===== config.mk =====
export PLATFORM = sky130hd
export DESIGN_NAME = sprite_mover
export DESIGN_NICKNAME = d
export VERILOG_FILES = /design/src/rtl/sprite_mover.sv
export SDC_FILE = /design/constraint.sdc
export NUM_CORES = 1
export LEC_CHECK = 0
export ABC_CLOCK_PERIOD_IN_PS = 3700
export CAP_MARGIN = 20
export CORE_MARGIN = 2
export CORE_UTILIZATION = 57
export DETAILED_ROUTE_END_ITERATION = 10
export GPL_TIMING_DRIVEN = 0
export PLACE_DENSITY_LB_ADDON = 0.12
export RECOVER_POWER = 50
export SETUP_SLACK_MARGIN = 0.02
export SYNTH_ARGS = -nofsm -noshare
export SYNTH_HDL_FRONTEND = slang
export SYNTH_SLANG_ARGS = --single-unit
export TNS_END_PERCENT = 50

===== constraint.sdc =====
create_clock -name iClock -period 3.7 [get_ports iClock]
set_clock_uncertainty 0.05 [all_clocks]
set_input_delay 0.925 -clock iClock [delete_from_list [all_inputs] [get_ports iClock]]
set_output_delay 0.925 -clock iClock [all_outputs]
set_load 0.005 [all_outputs]

===== src/rtl/sprite_mover.sv =====
// Keyboard-driven sprite engine: erase-then-draw pixel stream for the VGA plotter.
// First pixel two cycles after an accepted key; keys arriving while busy are dropped.
module sprite_mover #(
    parameter int X_SCREEN_PIXELS = 160,
    parameter int Y_SCREEN_PIXELS = 120,
    parameter int SPRITE_W        = 4,
    parameter int SPRITE_H        = 4,
    parameter int STEP            = 1,
    parameter int START_X         = 10,
    parameter int START_Y         = 10,
    parameter logic [2:0] FG_COLOUR = 3'b100,
    parameter logic [2:0] BG_COLOUR = 3'b000
) (
    input  logic       iClock,
    input  logic       iReset,
    input  logic [7:0] iKey,
    input  logic       iKeyValid,
    output logic [7:0] oX,
    output logic [6:0] oY,
    output logic [2:0] oColour,
    output logic       oPlot,
    output logic       oDone,
    output logic       oBusy,
    output logic [7:0] oPosX,
    output logic [6:0] oPosY
);
    localparam logic [2:0] S_INIT  = 3'd0;
    localparam logic [2:0] S_IDLE  = 3'd1;
    localparam logic [2:0] S_CALC  = 3'd2;
    localparam logic [2:0] S_ERASE = 3'd3;
    localparam logic [2:0] S_DRAW  = 3'd4;
    localparam logic [2:0] S_DONE  = 3'd5;

    localparam logic [1:0] D_UP    = 2'd0;
    localparam logic [1:0] D_DOWN  = 2'd1;
    localparam logic [1:0] D_LEFT  = 2'd2;
    localparam logic [1:0] D_RIGHT = 2'd3;

    localparam logic signed [9:0] STEP_S = 10'(STEP);
    localparam logic signed [9:0] X_MAX  = 10'(X_SCREEN_PIXELS - SPRITE_W);
    localparam logic signed [9:0] Y_MAX  = 10'(Y_SCREEN_PIXELS - SPRITE_H);
    localparam logic [7:0] W_LAST  = 8'(SPRITE_W - 1);
    localparam logic [6:0] H_LAST  = 7'(SPRITE_H - 1);
    localparam logic [7:0] START_X8 = 8'(START_X);
    localparam logic [6:0] START_Y7 = 7'(START_Y);

    logic [2:0] state_q, state_d;
    logic [1:0] dir_q, dir_d;
    logic [7:0] pos_x_q, pos_x_d, new_x_q, new_x_d;
    logic [6:0] pos_y_q, pos_y_d, new_y_q, new_y_d;
    logic [7:0] off_x_q, off_x_d;
    logic [6:0] off_y_q, off_y_d;
    logic [7:0] x_q, x_d;
    logic [6:0] y_q, y_d;
    logic [2:0] colour_q, colour_d;
    logic       plot_q, plot_d, done_q, done_d, busy_q, busy_d;

    logic signed [9:0] cand_x, cand_y;
    logic [7:0] clamp_x;
    logic [6:0] clamp_y;
    logic       last_pix;

    // Candidate is widened so that the signed step never overflows before clamping.
    always_comb begin
        cand_x = signed'({2'b00, pos_x_q});
        cand_y = signed'({3'b000, pos_y_q});
        case (dir_q)
            D_UP:    cand_y = cand_y - STEP_S;
            D_DOWN:  cand_y = cand_y + STEP_S;
            D_LEFT:  cand_x = cand_x - STEP_S;
            default: cand_x = cand_x + STEP_S;
        endcase
        if (cand_x < 10'sd0)      clamp_x = 8'd0;
        else if (cand_x > X_MAX)  clamp_x = X_MAX[7:0];
        else                      clamp_x = cand_x[7:0];
        if (cand_y < 10'sd0)      clamp_y = 7'd0;
        else if (cand_y > Y_MAX)  clamp_y = Y_MAX[6:0];
        else                      clamp_y = cand_y[6:0];
    end

    assign last_pix = (off_x_q == W_LAST) && (off_y_q == H_LAST);

    always_comb begin
        state_d  = state_q;
        dir_d    = dir_q;
        pos_x_d  = pos_x_q;
        pos_y_d  = pos_y_q;
        new_x_d  = new_x_q;
        new_y_d  = new_y_q;
        off_x_d  = off_x_q;
        off_y_d  = off_y_q;
        x_d      = x_q;
        y_d      = y_q;
        colour_d = colour_q;
        plot_d   = 1'b0;
        done_d   = 1'b0;

        case (state_q)
            S_INIT, S_ERASE, S_DRAW: begin
                x_d      = pos_x_q + off_x_q;
                y_d      = pos_y_q + off_y_q;
                colour_d = (state_q == S_ERASE) ? BG_COLOUR : FG_COLOUR;
                plot_d   = 1'b1;
                if (off_x_q == W_LAST) begin
                    off_x_d = 8'd0;
                    off_y_d = (off_y_q == H_LAST) ? 7'd0 : off_y_q + 7'd1;
                end else begin
                    off_x_d = off_x_q + 8'd1;
                end
                if (last_pix) begin
                    if (state_q == S_ERASE) begin
                        state_d = S_DRAW;
                        pos_x_d = new_x_q;
                        pos_y_d = new_y_q;
                    end else begin
                        state_d = S_DONE;
                    end
                end
            end
            S_IDLE: begin
                if (iKeyValid) begin
                    case (iKey)
                        8'd29: begin dir_d = D_UP;    state_d = S_CALC; end
                        8'd27: begin dir_d = D_DOWN;  state_d = S_CALC; end
                        8'd28: begin dir_d = D_LEFT;  state_d = S_CALC; end
                        8'd35: begin dir_d = D_RIGHT; state_d = S_CALC; end
                        default: ;
                    endcase
                end
            end
            S_CALC: begin
                new_x_d = clamp_x;
                new_y_d = clamp_y;
                // Already at the edge: nothing to redraw, return quietly.
                if ((clamp_x == pos_x_q) && (clamp_y == pos_y_q)) state_d = S_IDLE;
                else                                               state_d = S_ERASE;
            end
            S_DONE: begin
                done_d  = 1'b1;
                state_d = S_IDLE;
            end
            default: state_d = S_INIT;
        endcase

        busy_d = (state_q != S_IDLE) || (state_d != S_IDLE);
    end

    always_ff @(posedge iClock or posedge iReset) begin
        if (iReset) begin
            state_q  <= S_INIT;
            dir_q    <= D_UP;
            pos_x_q  <= START_X8;
            pos_y_q  <= START_Y7;
            new_x_q  <= START_X8;
            new_y_q  <= START_Y7;
            off_x_q  <= 8'd0;
            off_y_q  <= 7'd0;
            x_q      <= 8'd0;
            y_q      <= 7'd0;
            colour_q <= 3'd0;
            plot_q   <= 1'b0;
            done_q   <= 1'b0;
            busy_q   <= 1'b1;
        end else begin
            state_q  <= state_d;
            dir_q    <= dir_d;
            pos_x_q  <= pos_x_d;
            pos_y_q  <= pos_y_d;
            new_x_q  <= new_x_d;
            new_y_q  <= new_y_d;
            off_x_q  <= off_x_d;
            off_y_q  <= off_y_d;
            x_q      <= x_d;
            y_q      <= y_d;
            colour_q <= colour_d;
            plot_q   <= plot_d;
            done_q   <= done_d;
            busy_q   <= busy_d;
        end
    end

    assign oX      = x_q;
    assign oY      = y_q;
    assign oColour = colour_q;
    assign oPlot   = plot_q;
    assign oDone   = done_q;
    assign oBusy   = busy_q;
    assign oPosX   = pos_x_q;
    assign oPosY   = pos_y_q;
endmodule


Word level (Yosys, flattened, before mapping):

Cells that the tools add are included.

* output and inout port bits: 36
* bits of input ports: 11
* word-level logic and storage cells: 73
* latch bits: 0
* memory bits (writable): 0
* memories kept: 0
* register bits after elaboration: 71
* ROM bits: 0

* $add $sub $neg: 8
* multipliers: 0
* shift operators: 0
* div/mod/pow operators: 0
* bitwise gates (word level): 0
* muxes and demuxes: 18
* equality and inequality tests: 17
* order comparisons: 4
* reductions and logical operators: 12

Operators with widths (number)
* $pmux W10 S2: 2
* $eq A8 B5 Y1 const B: 3
* $mux W8: 3
* $mux W7: 3
* $lt A10 B1 Y1 const B: 2
* $mux W3: 4
* $pmux W3 S4: 1
* $gt A10 B8 Y1 const B: 1
* $gt A10 B9 Y1 const B: 1
* $add A8 B1 Y9 const B: 1
* $sub A8 B1 Y9 const B: 1
* $add A7 B1 Y8 const B: 1
* $add A8 B1 Y8 const B: 1
* $add A8 B8 Y8: 1
* $eq A8 B2 Y1 const B: 1
* $eq A8 B6 Y1 const B: 1
* $eq A8 B8 Y1: 1
* $pmux W2 S4: 1
* $sub A7 B1 Y8 const B: 1
* $add A7 B1 Y7 const B: 1
* $add A7 B7 Y7: 1
* $eq A7 B2 Y1 const B: 1
* $eq A7 B7 Y1: 1
* $eq A3 B2 Y1 const B: 2
* 17 further kinds: 23

Logic depth before layout (Yosys ltp):

* depth in word-level cells: 12
* gate-level depth with buffers: 11
* mapped depth without buffers: 10

Worst setup path before layout:

OpenSTA, ideal clock, no wires.

* kind: register to register
* start: reg pos_x_q[1], in the netlist oPosX[1]
* end: reg state_q[1]
* arrival: 2.659 ns
* library setup time: 0.144 ns
* path slack: 0.848 ns
* stages on the path, launching flop included: 11
* period minus slack after synthesis: 2.852 ns
* data required time: 3.506 ns
* path buffers: 1
* cells stage by stage: dfstp_2 buf_2 inv_1 ha_1 xor2_1 a31o_1 a311o_1 a2111oi_4 o2111ai_1 a2111oi_1 a41oi_1

* cells in the longest elaborated chain, start to end: 9
* elaborated cells on any way between the ends: 11
* those cells by class: 2 x add/sub; 2 x order compare; 1 x eq/ne; 5 x mux; 1 x reduce/logical

RTL lines
* from (decl): line 49 `logic [7:0] pos_x_q, pos_x_d, new_x_q, new_x_d;`
* from (signal assigned): line 167 `pos_x_q <= pos_x_d;`
* $add A8 B1 Y9 or $sub A8 B1 Y9 (tied branches): line 71, 70
* $pmux W10 S2: line 67 `case (dir_q)`
* $gt A10 B9 Y1: line 74 `else if (cand_x > X_MAX) clamp_x = X_MAX[7:0];`
* $mux W8: line 74
* $mux W8: line 73 `if (cand_x < 10'sd0) clamp_x = 8'd0;`
* $eq A8 B8 Y1 (*): line 135 `if ((clamp_x == pos_x_q) && (clamp_y == pos_y_q)) state_d = S_IDLE;`
* $logic_and A1 B1 Y1 (*): line 135
* $mux W2 (*): line 135
* $pmux W3 S4 (*): line 98 `case (state_q)`
* net state_d[1]: line 47 `logic [2:0] state_q, state_d;`
* to (signal assigned): line 165 `state_q <= state_d;`
* to (decl): line 47

The timed path passes the listed nets; every way through them passes the cells marked *.
A chain may end at the register's enable or synchronous reset.

Worst setup path in the final report:

* start: in iKey[2]
* end: reg state_q[1]

* cells in the longest elaborated chain, start to end: 5
* elaborated cells on any way between the ends: 8
* those cells by class: 4 x eq/ne; 3 x mux; 1 x reduce/logical

RTL lines
* from (decl): line 16 `input logic [7:0] iKey,`
* $eq A8 B6 Y1 or $eq A8 B5 Y1 (tied branches): line 122 `case (iKey)`
* $reduce_or A4 Y1 (no line) (*)
* $mux W3 (*): line 122
* $mux W3 (*): line 121 `if (iKeyValid) begin`
* $pmux W3 S4 (*): line 98
* net state_d[1]: line 47

Marks and branches as above.

==> results by group <==
Run status
  – Status: finished clean

STA
  – Sum Neg Setup Slack: 0 ps
  – Final min period: 3310 ps
  – # setup viols final: 0
  – RSZ-0062 raised after global routing: false
  – Slew headroom: 4.61%
  – FMAX: 0.302 GHz
  – Worst-Margin Slew: 1430 ps
  – Hold Fails Final Rpt: 0
  – Final period utilization: 89.4%
  – Max-slew violations: 0

Synthesis
  – Mapped Cells: 465
  – Largest family of logic cells by synthesized area: simple AND/OR/NAND/NOR gates
  – Fraction of synthesized cell area in xor and xnor cells: 7.57%
  – Post-synthesis sequential area ratio: 39.5%
  – Post-synth top area cell: dfrtp_1
  – Top-area cell type share of the netlist area: 34.1%
  – Mean Syn Cell Area: 9.46 µm²
  – Yosys reg bits: 69
  – Complex-gate fraction of the synthesized area: 17.1%
  – Synth Warn #: 0
  – Distinct cells, synth: 71
  – Synth area leaders: dfrtp_1, ha_1, dfstp_2, mux2_2, nand2_1
  – Mux share of post-synthesis cell area: 4.84%
  – Synth Flop Type: dfrtp_1
  – Simple-gate share of the synthesized area: 19.2%
  – Post-synth EDFFs: 0
  – Adder-Cell Fraction of Synth Area: 6.32%
  – Synth async-reset ratio: 100%
  – Mapped cell area: 4400 µm²

Global routing
  – GRT Total Usage: 26.6%
  – Largest net degree at the start of global routing: 70
  – GRT overflow: 0
  – Vias in the first global route: 3629
  – Global-route wire length before repair: 17900 µm
  – Initial antenna violation count: 0

Die
  – Row count: 32
  – Die span in x: 91.8 µm
  – Core ar.: 7610 µm²
  – Starting density of the core: 57.8%
  – Die area: 8430 µm²
  – Height of the chip: 91.8 µm
  – I/O pins: 47

Clock network
  – Worst-Skew Late Latency: 350 ps
  – CTS Sinks: 69
  – Clock-pin slew on the worst setup and hold paths: 80 ps
  – Post-CTS sizing: 0
  – CTS tree: built
  – Post-CTS setup buffers: 0
  – CTS Buf Count: 9
  – Root buffer cell: clkbuf_8
  – CTS Hold Bufs: 0
  – Clock Tree Buf Depth: 2
  – H-tree levels: 3

Route
  – WL/cell: 16.8 µm
  – Pre-antenna DRT Iters: 5
  – WL final: 10500 µm
  – Antenna-violating nets left: 0
  – Initial DRC count: 142
  – Residual DRC count: 0
  – Vias per inst: 5.95
  – Via count: 3734

Power
  – Leakage: 2.32 nW
  – Pwr/cell area: 386 nW/µm²
  – Total Power: 2.01 mW
  – VDD IR max: 0.000269 V

Cells and area
  – Post-route cell area: 5190 µm²
  – Non-Filler Instances: 628
  – Layout Utilization: 68.2%
  – Fin nets: 553
  – Share of cells above drive strength 1: 14.3%
  – Area added between synthesis and finish: 18.0%
  – Diodes inserted: 0

Worst setup path
  – CP endpoint kind: flip-flop
  – Worst Setup Start Kind: input port
  – Worst Path Required: 3840 ps
  – Critical Path AT: 3450 ps
  – CP Max Fanout: 5
  – Critical path type: input port to flip-flop

Worst hold path
  – Worst hold path class: flip-flop to flip-flop

Placed design
  – Placed cells: 612
  – DP HPWL: 7720 µm
  – IO buf count: 44
  – Routability congestion estimate: 0.949
  – Placed inst area: 4970 µm²

Run
  – MaxCap Viol Count: 0
-- cell type report --
| class | instances | area, µm² |
|---|---|---|
| Multi-Input combinational cell | 350 | 2420 |
| Fill cell | 617 | 2420 |
| Sequential cell | 69 | 1740 |
| Timing Repair Buffer | 44 | 440 |
| Buffer | 27 | 163 |
| Tap cell | 102 | 128 |
| Clock buffer | 9 | 124 |
| Clock inverter | 7 | 97.6 |
| Inverter | 20 | 75.1 |
-- synthesized netlist by cell type (all sizes together), types with 9 or more instances --
cell type  count
nand4          9
dfrtp         60
nand3         17
a21o           9
xnor2         19
xor2          16
inv           19
buf           15
mux2          18
o21ai         34
dfstp          9
nor2          33
nand2         51
clkbuf        12
a21oi         27
ha            19
-- logic make-up after synthesis --
family                   count (synthesis)
AND/OR/NAND/NOR                        159
AO/OA/AOI/OAI                          114
flip-flops                              69
buffers and inverters                   47
XOR/XNOR                                35
adder cells (fa/ha/maj)                 21
multiplexers                            19
other                                    1
-- cells in the final DEF, fill, tap and decap left out, types with 7 or more instances in the layout --
cell type and count:
a21o_1 9, a21oi_1 26, clkbuf_1 11, clkbuf_8 9, clkdlybuf4s50_1 33, dfrtp_1 60
dfstp_2 9, dlygate4sd3_1 11, ha_1 19, inv_1 18, mux2_2 18, nand2_1 51
nand3_1 17, nand4_1 8, nor2_1 32, nor3_1 7, o21ai_0 33, xnor2_1 19
xor2_1 14
-- registers in the layout, indices dropped and copies added (netlist names), 2 cells and up --
signal / count
off_x_q: 8
dir_q: 2
state_q: 3
off_y_q: 7
oPosX: 8
new_x_q: 8
oX: 8
oPosY: 7
oY: 7
new_y_q: 7
-- critical path: stages --
cell	delay, ps
clkdlybuf4s50_1	470
nand3b_1	140
a2111oi_0	140
o211ai_1	340
o21ai_0	310
a2111oi_4	370
o2111ai_1	180
a2111oi_1	380
a41oi_1	200
-- through the flow --
stage | hold WS, ps | setup WS [ps]
floorplan | 389 | 848
global placement | 401 | -145
detailed placement | 408 | -1.01
CTS | 428 | 380
global route | 439 | 103
finish | 421 | 394
-- report_power, final --
part	internal, mW	switching (mW)
sequential	0.848	0.0791
combinational	0.186	0.196
clock	0.382	0.315
total	1.42	0.590
-- per-layer routing --
metal | up-vias | track usage [%] | wire length [µm]
li1 | 1780 | - | -
met1 | 1837 | 37.4 | 4820
met2 | 105 | 43.5 | 5110
met3 | 12 | 3.37 | 435
met4 | 0 | 7.59 | 159
met5 | - | 0 | 0
-- worst paths after layout --
kind | cells after the start | slack (ps) | startpoint | endpoint
max | 9 | 390 | iKey[2] | state_q[1]
min | 2 | 420 | oX[0] | oX[0]
max reg2reg | 9 | 470 | off_x_q[0] | state_q[1]
min reg2reg | 2 | 420 | oX[0] | oX[0]
max in group asynchronous | 2 | 1320 | iReset | oX[1]
min in group asynchronous | 2 | 1380 | iReset | oX[6]
No activity file was read; power rests on OpenSTA's default activity.
